$ cat src/rtl/codeword_tx.sv
// codeword_tx - serial codeword transmitter.
//
// Accepts parallel WIDTH-bit words over a valid/ready handshake and shifts
// them out one bit per enabled clock, LSB first, onto ser_out (drives the
// sequence detector's `msb` input). An accept during the last bit of a word
// chains the next word with no gap.
//
// Build option: define CODEWORD_TX_FILL_EN to drive a 16-bit LFSR pattern
// (x^16+x^14+x^13+x^11+1) on the line while idle; otherwise idle bits are 0.
//
// Parameters:
//   WIDTH      bits per word (2..32)
//   LFSR_SEED  reset value of the filler LFSR (nonzero)
// Ports:
//   clk          system clock, rising edge
//   rst_n        asynchronous active-low reset
//   sh_en        shift enable; 0 freezes all state
//   in_valid     in_data holds a word to send
//   in_data      word to send; bit 0 goes first
//   in_ready     word is accepted at this rising edge if in_valid
//   ser_out      registered serial bit
//   frame_start  ser_out carries bit 0 of a word
//   frame_last   ser_out carries bit WIDTH-1 of a word
//   busy         a word is on the line
//   words_sent   count of accepted words (wraps at 2^32)
module codeword_tx #(
    parameter int          WIDTH     = 5,
    parameter logic [15:0] LFSR_SEED = 16'hACE1
) (
    input  logic             clk,
    input  logic             rst_n,
    input  logic             sh_en,
    input  logic             in_valid,
    input  logic [WIDTH-1:0] in_data,
    output logic             in_ready,
    output logic             ser_out,
    output logic             frame_start,
    output logic             frame_last,
    output logic             busy,
    output logic [31:0]      words_sent
);

    localparam int            IW   = (WIDTH > 1) ? $clog2(WIDTH) : 1;
    localparam logic [IW-1:0] LAST = IW'(WIDTH - 1);

    localparam logic [0:0] ST_IDLE  = 1'b0;
    localparam logic [0:0] ST_SHIFT = 1'b1;

    generate
        if (WIDTH < 2 || WIDTH > 32) begin : g_bad_width
            $error("codeword_tx: WIDTH must be in 2..32");
        end
        if (LFSR_SEED == 16'h0000) begin : g_bad_seed
            $error("codeword_tx: LFSR_SEED must be nonzero");
        end
    endgenerate

    logic [0:0]       state;
    logic [IW-1:0]    bit_idx;
    logic [WIDTH-1:0] shreg;
    logic             accept;
    logic             idle_bit;

    // Ready in IDLE or on the last bit, so a new word can follow gap-free.
    assign in_ready    = sh_en && (state == ST_IDLE || bit_idx == LAST);
    assign accept      = in_valid && in_ready;

    assign busy        = (state == ST_SHIFT);
    assign frame_start = (state == ST_SHIFT) && (bit_idx == '0);
    assign frame_last  = (state == ST_SHIFT) && (bit_idx == LAST);

`ifdef CODEWORD_TX_FILL_EN
    logic [15:0] lfsr;

    // Advances only on the edges that actually put a filler bit on the line.
    always_ff @(posedge clk or negedge rst_n) begin
        if (!rst_n) begin
            lfsr <= LFSR_SEED;
        end else if (sh_en && !accept && (state == ST_IDLE ||
                                          bit_idx == LAST)) begin
            lfsr <= {lfsr[0] ^ lfsr[2] ^ lfsr[3] ^ lfsr[5], lfsr[15:1]};
        end
    end

    assign idle_bit = lfsr[0];
`else
    assign idle_bit = 1'b0;
`endif

    always_ff @(posedge clk or negedge rst_n) begin
        if (!rst_n) begin
            state      <= ST_IDLE;
            bit_idx    <= '0;
            shreg      <= '0;
            ser_out    <= 1'b0;
            words_sent <= '0;
        end else if (sh_en) begin
            if (accept) begin
                shreg      <= in_data;
                ser_out    <= in_data[0];
                bit_idx    <= '0;
                state      <= ST_SHIFT;
                words_sent <= words_sent + 32'd1;
            end else if (state == ST_SHIFT && bit_idx != LAST) begin
                ser_out <= shreg[bit_idx + 1'b1];
                bit_idx <= bit_idx + 1'b1;
            end else begin
                // End of word without a follow-on, or idle: drive the idle bit.
                state   <= ST_IDLE;
                ser_out <= idle_bit;
            end
        end
    end

endmodule

$ cat config.mk
export PLATFORM = sky130hd
export DESIGN_NAME = codeword_tx
export DESIGN_NICKNAME = d
export VERILOG_FILES = /design/src/rtl/codeword_tx.sv
export SDC_FILE = /design/constraint.sdc
export NUM_CORES = 1
export LEC_CHECK = 0
export BUFFER_PORTS_ARGS = -buffer_cell sky130_fd_sc_hd__buf_2
export CAP_MARGIN = 10
export CORE_ASPECT_RATIO = 0.7
export CORE_MARGIN = 3
export CORE_UTILIZATION = 38
export CTS_CLUSTER_DIAMETER = 80
export DETAILED_ROUTE_END_ITERATION = 8
export HOLD_SLACK_MARGIN = 0.12
export PLACE_DENSITY_LB_ADDON = 0.2
export SYNTH_ARGS = -nofsm -noshare
export SYNTH_HDL_FRONTEND = slang
export SYNTH_SLANG_ARGS = --single-unit
$ cat constraint.sdc
create_clock -name clk -period 2.2 [get_ports clk]
set_input_delay 0.33 -clock clk [delete_from_list [all_inputs] [get_ports clk]]
set_output_delay 0.33 -clock clk [all_outputs]
set_load 0.1 [all_outputs]
==> impl_metrics.py, run 1 <==
metrics = {
    "detailed_routing": {
        "drt-vias-per-instance": 4.91,
        "vias": 1468,
        "routedWlPerCell_um": 13.6,
        "ant_nets": 0,
        "drt-initial-drc-count": 56,
        "drc_errors": 0,
        "finalWirelength_um": 4070,
        "drt_pre_antenna_iters": 4,
    },
    "worst_setup_path": {
        "slowest_delay_ps": 420,
        "endpoint_kind": "output pin",
        "cp-start-kind": "register",
        "required_ps": 1870,
        "path_max_fanout": 9,
        "crit_type": "reg2out",
        "arrival_ps": 1730,
        "cpMostUsedCell": "buf_4",
        "cp_slowest_cell": "dfrtp_2",
        "crit_path_cell_trace": "inv_1 > ha_1 > a21boi_1 > buf_4 > nor2b_4 > buf_4",
    },
    "layout": {
        "drive_gt1_share_pct": 36.5,
        "final_nets": 241,
        "area_growth_pct": 22.8,
        "final_area_um2": 2440,
        "diodes": 0,
    },
    "sta": {
        "slew_headroom_pct": 67.3,
        "setup_viol": 0,
        "finalCritPeriodShare_pct": 93.5,
        "max_freq_mhz": 486,
        "slew_viol_final": 0,
        "timing.clock.skew_ps": 4.85,
        "fin_crit_ps": 2060,
        "rsz0062_at_grt": "no",
        "timing.final.hold_violations": 0,
        "tightest_slew_ps": 494,
        "worst_slack_ps": 142,
    },
    "place": {
        "routabilityCongestion": 0.712,
        "place_ws_ps": 238,
        "placed_area_um2": 2340,
        "hpwl_um": 2880,
        "io_buffers": 45,
    },
    "cts": {
        "htree_levels": 2,
        "cts.sinks": 42,
        "cts_made_buffers": 5,
        "clockBufferDepth": 2,
        "postCtsSetupBuffers": 0,
        "clk_pin_slew_ps": 80,
        "cts_tree": "built",
        "clockRootBuffer": "clkbuf_8",
        "clk_latency_ps": 290,
    },
    "die": {
        "die_area_um2": 6160,
        "row_count": 21,
        "initial_core_util_pct": 40.5,
        "dieHeight_um": 66.6,
        "coreArea_um2": 4910,
        "io_pins": 46,
        "fp.dieW_um": 92.5,
    },
    "global_route": {
        "grt_max_degree": 19,
        "grt_overflow": 0,
        "antenna_found_initial": 0,
        "track_usage_pct": 14.7,
        "grt_pass1_wl_um": 6990,
        "grt_pass1_vias": 1429,
    },
    "logic_synthesis": {
        "synth_top_area_share_pct": 52.8,
        "synth_common_cells": "dfrtp_1 (42), xnor2_1 (29), nand2_1 (17)",
        "synth_top_area_cell": "dfrtp_1",
        "ys_warn_count": 0,
        "synth.area.top_cells": "dfrtp_1 (53%), xnor2_1 (13%), nand4_1 (4.1%)",
        "synth_seq_area_share_pct": 52.8,
        "syn_area_um2": 1990,
        "avgSynthCellArea_um2": 11.4,
        "synth-edff-count": 0,
        "synth_nets": 187,
        "synthCells": 175,
        "ys_ff_latch": 42,
        "yosysMostFrequentCell": "dfrtp_1",
        "yosys.cell_types.count": 35,
        "synth_ff_type": "dfrtp_1",
        "ys_async_sr_fraction_pct": 100,
    },
    "pwr": {
        "p_leak_nw": 1.14,
        "power.density_nw_per_um2": 1090,
        "vdd_drop_max_mv": 0.460,
    },
    "worst_hold_path": {
        "holdCritPathClass": "in2reg",
    },
    "outcome": {
        "status": "complete, no violations",
    },
    "job": {
        "drv_cap": 0,
    },
}
-- critical path: cells and delay by family (launching register included) --
kind / cells / cell delay, ps
adder cells (fa/ha/maj): 1 / 210
AO/OA/AOI/OAI: 1 / 220
buffers and inverters: 3 / 540
flip-flops: 1 / 420
AND/OR/NAND/NOR: 1 / 50
-- kinds of logic (layout without fill, tap and decap cells) --
logic type	Yosys count	count (layout)	synth area share (%)
and+or+nand+nor	72	72	21.4
muxes	6	6	3.96
buffers and inverters	11	66	2.83
DFF	42	42	52.8
AOI/OAI and AO/OA	9	9	3.08
adders and majority gates	3	3	1.89
xor gates and xnor gates	32	32	14.1
-- cells in the final DEF (no fill, tap or decap), types with 3 or more instances in the layout --
cell type,netlist,final
and3_1,5,5
and4_1,3,3
buf_2,3,44
buf_4,1,7
clkbuf_8,0,6
dfrtp_1,42,31
dfrtp_2,0,11
ha_1,3,3
inv_1,6,6
mux2_2,5,5
nand2_1,17,17
nand3_1,14,14
nand4_1,13,13
nand4b_1,3,3
nor2_1,6,4
nor2_2,1,3
o21ai_0,3,3
xnor2_1,29,29
xor2_1,3,3
-- power by group --
group | internal (W) | switching [W] | leakage, nW
sequential | 0.000909 | 0.000128 | 0.544
combinational | 0.000275 | 0.000854 | 0.550
clock | 0.000253 | 0.000253 | 0.0482
-- path summary, 6_finish.rpt --
| path | start | endpoint | slack (ps) | cells after the start |
|---|---|---|---|---|
| worst max-delay path | bit_idx[0] | in_ready | 140 | 6 |
| worst min-delay path | in_data[0] | shreg[0] | 260 | 3 |
| worst max register to register | bit_idx[0] | words_sent[1] | 370 | 6 |
| worst min register to register | words_sent[31] | words_sent[31] | 470 | 1 |
| max in group asynchronous | rst_n | words_sent[6] | 1130 | 3 |
| min in group asynchronous | rst_n | words_sent[0] | 500 | 2 |
-- through the flow --
stage,total power (W),util [%],instances,setup TNS [ps],hold WS (ps)
2_1_floorplan,0.00197,-,175,-190,34.4
3_3_place_gp,0.00218,47.6,290,0,299
3_5_place_dp,0.00218,47.6,290,0,292
4_1_cts,0.00270,49.7,299,0,258
5_1_grt,0.00283,49.7,299,0,259
6_report,0.00267,49.7,299,0,265
-- sequential cells by signal, summed over array words and instances (netlist names) --
name,flops
ser_out,1
words_sent,32
busy,1
bit_idx,3
shreg,5
-- metal layers --
metal / wire length, um / up-vias / global-route usage (%)
li1: - / 727 / -
met1: 2030 / 708 / 19.2
met2: 1790 / 28 / 23.0
met3: 211 / 5 / 4.18
met4: 37 / 0 / 6.11
met5: 0 / - / 0
-- final cells by class --
class                   instances  area (um2)
inverters                       6        22.5
fillers                       477        2470
clock buffers                   7        86.3
repair buffers                 52         283
flip-flops and latches         42        1060
multi-input cells             122         896
clock inverters                 1        5.00
well taps                      69        86.3
-- what timing repair did --
item,4_1_cts,5_1_grt
gates resized for setup,2,1
endpoints found under the setup margin,1,1
endpoints found under the hold margin,16,0
hold buffers,1,0
gates cloned,0,0
(Power assumes the default switching activity.)
==> run 2: changes to the inputs <==
==> constraint.sdc (replaced) <==
create_clock -name clk -period 1.78 [get_ports clk]
set_input_delay 0.267 -clock clk [delete_from_list [all_inputs] [get_ports clk]]
set_output_delay 0.267 -clock clk [all_outputs]
set_load 0.1 [all_outputs]
==> impl_metrics.py, run 2 (synthesis results as in run 1) <==
metrics = {
    "cts": {
        "clk_pin_slew_ps": 80,
        "clockRootBuffer": "clkbuf_8",
        "clockBufferDepth": 2,
        "cts_tree": "built",
        "htree_levels": 2,
        "cts_made_buffers": 5,
        "cts.sinks": 42,
        "clk_latency_ps": 290,
    },
    "worst_setup_path": {
        "reg2reg_setup_slack_ps": 130,
        "slowest_delay_ps": 400,
        "cp-start-kind": "register",
        "arrival_ps": 1430,
        "crit_path_cell_trace": "inv_2 > ha_4 > a21boi_4 > buf_6 > nor2b_4 > buf_12",
        "r2r-start": "bit_idx[1]",
        "r2r-end": "words_sent[25]",
        "required_ps": 1510,
        "reg2regPathDepth": 8,
        "crit_type": "reg2out",
        "path_max_fanout": 7,
        "endpoint_kind": "output pin",
        "cp_slowest_cell": "dfrtp_1",
    },
    "worst_hold_path": {
        "whs_endpoint": "shreg[0]",
        "min_path_cells": 3,
        "holdCritPathClass": "in2reg",
        "hp-start": "in_data[0]",
    },
    "sta": {
        "rsz0062_at_grt": "no",
        "max_freq_mhz": 591,
        "finalCritPeriodShare_pct": 95.1,
        "timing.clock.skew_ps": 9.13,
        "timing.final.hold_violations": 0,
        "setup_viol": 0,
        "slew_viol_final": 0,
        "slew_headroom_pct": 67.3,
        "worst_hold_slack_ps": 188,
        "fin_crit_ps": 1690,
        "setup_tns_ps": 0,
        "tightest_slew_ps": 494,
    },
    "layout": {
        "layout.cells.non_filler": 304,
        "area_growth_pct": 34.4,
        "regMostFlops": "words_sent",
        "largest_register_ffs": 32,
        "drive_gt1_share_pct": 47.7,
        "reg_top3": "words_sent x32, shreg x5, bit_idx x3",
        "final_area_um2": 2680,
        "layout_commonest_cell": "buf_2",
        "diodes": 0,
        "final_cell_mix": "buf_2 (42), xnor2_1 (29), nand2_1 (17), dfrtp_2 (16), dfrtp_4 (15)",
        "final_nets": 246,
    },
    "job": {
        "drv_cap": 0,
    },
    "pwr": {
        "p_leak_nw": 1.17,
        "pwr-share-seq_pct": 35.0,
        "power_frac_comb_pct": 45.1,
        "swShare_pct": 43.4,
        "power.net_switching_w": 0.00162,
        "power_frac_clock_pct": 19.9,
        "power.density_nw_per_um2": 1390,
        "vdd_drop_max_mv": 0.742,
        "p_int_w": 0.00211,
    },
    "detailed_routing": {
        "ant_nets": 0,
        "drt-initial-drc-count": 48,
        "routedWlPerCell_um": 14.1,
        "drt-vias-per-instance": 4.89,
        "drc_errors": 0,
        "drt_pre_antenna_iters": 4,
        "finalWirelength_um": 4270,
        "vias": 1486,
    },
    "global_route": {
        "antenna_found_initial": 0,
        "grt_max_degree": 25,
        "track_usage_pct": 14.9,
        "grt_pass1_vias": 1466,
        "grt_pass1_wl_um": 7140,
        "grt_overflow": 0,
    },
    "place": {
        "routabilityCongestion": 0.800,
        "hpwl_um": 3060,
        "io_buffers": 45,
        "dp_cells": 295,
        "placed_area_um2": 2530,
    },
    "die": {
        "row_count": 21,
        "coreArea_um2": 4910,
        "dieHeight_um": 66.6,
        "die_area_um2": 6160,
        "fp.dieW_um": 92.5,
        "initial_core_util_pct": 40.5,
        "io_pins": 46,
    },
    "outcome": {
        "status": "complete, no violations",
    },
}
run 2: cell count changes in the layout (fill, tap and decap cells not counted), sizes merged:
cell	previous run	this run
buf	51	56
bufinv	0	1
clkinv	1	0
run 2: critical path: cells and delay by family, from the launching register on:
kind	cells	cell delay [ps]
flip-flops	1	400
buffers and inverters	3	390
adder cells (fa/ha/maj)	1	150
AND/OR/NAND/NOR	1	130
AO/OA/AOI/OAI	1	60
run 2: per-layer routing:
metal	part of all wire [%]	global-route usage, %	wire length, um
met1	53	21.8	2270
met2	42	21.5	1810
met3	4.0	3.84	169
met4	0.47	4.44	20
met5	0	0	0
run 2: stage by stage:
| step | utilization, % | power [W] | worst slack [ps] |
|---|---|---|---|
| after detailed placement | 51.5 | 0.00294 | 72.6 |
| after CTS | 54.2 | 0.00372 | 0.169 |
| after global placement | 51.5 | 0.00292 | 131 |
| after floorplan | - | 0.00251 | -12.8 |
| final | 54.5 | 0.00373 | 86.7 |
| after global routing | 54.5 | 0.00392 | 23.1 |
run 2: what timing repair did:
action / CTS / global route
resized for setup: 4 / 4
gates cloned: 0 / 0
endpoints found under the hold margin: 18 / 0
pin swaps: 2 / 0
buffers inserted: 1 / 0
hold buffers: 1 / 0
setup endpoints to repair: 1 / 6
run 2: worst max-delay path by stage:
stage | depth (start not counted) | endpoint | startpoint | slack (ps)
global placement | 8 | words_sent[25] | bit_idx[0] | 130
global route | 6 | in_ready | bit_idx[1] | 20
floorplan | 4 | busy | busy | -10
CTS | 6 | in_ready | bit_idx[1] | 0.2
detailed placement | 8 | words_sent[25] | bit_idx[0] | 70
finish | 6 | in_ready | bit_idx[1] | 90
run 2: power groups by stage:
stage                     clock [W]  sequential, W  combinational (W)
after floorplan                   0        0.00188           0.000627
after global placement            0        0.00132            0.00161
after detailed placement          0        0.00132            0.00161
after CTS                  0.000756        0.00131            0.00166
after global routing       0.000791        0.00134            0.00179
final                      0.000742        0.00131            0.00168
run 2: final cells by class:
| type | count | area (um2) |
|---|---|---|
| fillers | 417 | 2240 |
| flip-flops and latches | 42 | 1130 |
| multi-input cells | 122 | 930 |
| repair buffers | 57 | 404 |
| well taps | 69 | 86.3 |
| clock buffers | 7 | 76.3 |
| clock inverters | 1 | 30.0 |
| inverters | 6 | 22.5 |
==> run 3: changes to the inputs <==
--- a/config.mk
+++ b/config.mk
@@ -12,8 +12,9 @@
 export CORE_UTILIZATION = 38
 export CTS_CLUSTER_DIAMETER = 80
 export DETAILED_ROUTE_END_ITERATION = 8
+export GPL_TIMING_DRIVEN = 1
 export HOLD_SLACK_MARGIN = 0.12
-export PLACE_DENSITY_LB_ADDON = 0.2
+export PLACE_DENSITY_LB_ADDON = 0.1
 export SYNTH_ARGS = -nofsm -noshare
 export SYNTH_HDL_FRONTEND = slang
 export SYNTH_SLANG_ARGS = --single-unit
==> impl_metrics.py, run 3 (synthesis results as in run 1) <==
metrics = {
    "outcome": {
        "status": "complete, no violations",
    },
    "layout": {
        "diodes": 0,
        "largest_register_ffs": 32,
        "regMostFlops": "words_sent",
        "final_nets": 248,
        "layout_commonest_cell": "buf_2",
        "final_cell_mix": "buf_2 (42), xnor2_1 (29), nand2_1 (17), dfrtp_2 (16), dfrtp_4 (15)",
        "drive_gt1_share_pct": 48.5,
        "layout.cells.non_filler": 306,
        "reg_top3": "words_sent x32, shreg x5, bit_idx x3",
        "area_growth_pct": 34.4,
    },
    "place": {
        "hpwl_um": 3160,
        "place_ws_ps": -0.429,
        "dp_cells": 292,
        "io_buffers": 45,
        "routabilityCongestion": 0.776,
    },
    "die": {
        "fp.dieW_um": 92.5,
        "die_area_um2": 6160,
        "row_count": 21,
        "initial_core_util_pct": 40.5,
        "coreArea_um2": 4910,
        "dieHeight_um": 66.6,
        "io_pins": 46,
    },
    "detailed_routing": {
        "routedWlPerCell_um": 14.4,
        "drt-initial-drc-count": 53,
        "drt_pre_antenna_iters": 4,
        "vias": 1514,
        "drc_errors": 0,
        "ant_nets": 0,
        "drt-vias-per-instance": 4.95,
        "finalWirelength_um": 4400,
    },
    "cts": {
        "cts_made_buffers": 5,
        "clk_latency_ps": 290,
        "cts_tree": "built",
        "cts.sinks": 42,
        "clockBufferDepth": 2,
        "htree_levels": 2,
        "clk_pin_slew_ps": 80,
        "clockRootBuffer": "clkbuf_8",
    },
    "worst_setup_path": {
        "endpoint_kind": "output pin",
        "crit_type": "reg2out",
        "cp_slowest_cell": "dfrtp_1",
        "path_max_fanout": 8,
        "cp-start-kind": "register",
        "cp_num_buf_inv": 3,
        "required_ps": 1510,
        "worst_path_dominant_cell_family": "buffers and inverters",
        "arrival_ps": 1440,
        "crit_path_cell_trace": "inv_2 > ha_4 > a21boi_4 > buf_6 > nor2b_4 > buf_12",
        "slowest_delay_ps": 390,
    },
    "pwr": {
        "swShare_pct": 44.5,
        "power.density_nw_per_um2": 1390,
        "pwr-share-seq_pct": 35.1,
        "power_frac_clock_pct": 17.0,
        "vdd_drop_max_mv": 0.875,
        "power.net_switching_w": 0.00165,
        "p_int_w": 0.00206,
        "p_leak_nw": 1.17,
        "power_frac_comb_pct": 47.9,
    },
    "sta": {
        "finalCritPeriodShare_pct": 96.1,
        "tightest_slew_ps": 496,
        "slew_viol_final": 0,
        "slew_headroom_pct": 67.2,
        "worst_slack_ps": 69.0,
        "timing.clock.skew_ps": 5.90,
        "fin_crit_ps": 1710,
        "setup_viol": 0,
        "timing.final.hold_violations": 0,
        "max_freq_mhz": 584,
    },
    "global_route": {
        "grt_pass1_wl_um": 7370,
        "track_usage_pct": 15.4,
        "grt_overflow": 0,
        "antenna_found_initial": 0,
        "grt_pass1_vias": 1508,
        "grt_max_degree": 25,
    },
    "worst_hold_path": {
        "holdCritPathClass": "in2reg",
    },
    "job": {
        "drv_cap": 0,
    },
}
## run 3: worst paths after layout
path | from | to | slack (ps) | cells after the start
max | bit_idx[0] | in_ready | 70 | 6
min | in_data[4] | shreg[4] | 210 | 2
max reg2reg | bit_idx[0] | shreg[2] | 110 | 6
min reg2reg | words_sent[27] | words_sent[27] | 480 | 1
max in group asynchronous | rst_n | words_sent[8] | 810 | 3
min in group asynchronous | rst_n | words_sent[23] | 460 | 2
## run 3: cell type report
type	count	area [um2]
flip-flops and latches	42	1130
inverters	6	22.5
repair buffers	59	419
well taps	69	86.3
fillers	450	2240
clock inverters	1	5.00
multi-input cells	122	930
clock buffers	7	86.3
## run 3: metal layers
metal	routed length (um)	part of all wire (%)	global-route usage [%]
met1	2100	48	21.4
met3	191	4.3	3.72
met2	2080	47	23.7
met4	18	0.41	5.00
met5	0	0	0
## run 3: what timing repair did
action                     in CTS  in global routing
hold buffers                    1                  0
resized for setup               3                  5
setup endpoints to repair       7                 23
pin swaps                       1                  0
setup buffers                   3                  3
hold endpoints to repair       18                  0
## run 3: power groups by stage
| stage | clock [W] | sequential (W) | combinational [W] |
|---|---|---|---|
| global placement | 0 | 0.00131 | 0.00158 |
| detailed placement | 0 | 0.00132 | 0.00161 |
| floorplan | 0 | 0.00188 | 0.000627 |
| finish | 0.000631 | 0.00130 | 0.00178 |
| CTS | 0.000659 | 0.00130 | 0.00166 |
| global route | 0.000704 | 0.00134 | 0.00187 |
## run 3: per-stage QoR
| step | total power (W) | setup TNS, ps | util, % | instance area [um2] | hold slack [ps] |
|---|---|---|---|---|---|
| floorplan | 0.00251 | -12.8 | - | 2100 | -28.6 |
| global placement | 0.00289 | 0 | 51.1 | 2510 | 243 |
| detailed placement | 0.00293 | -0.429 | 51.1 | 2510 | 254 |
| CTS | 0.00362 | 0 | 53.6 | 2630 | 198 |
| global route | 0.00391 | -4.52 | 54.5 | 2680 | 194 |
| finish | 0.00372 | 0 | 54.5 | 2680 | 205 |
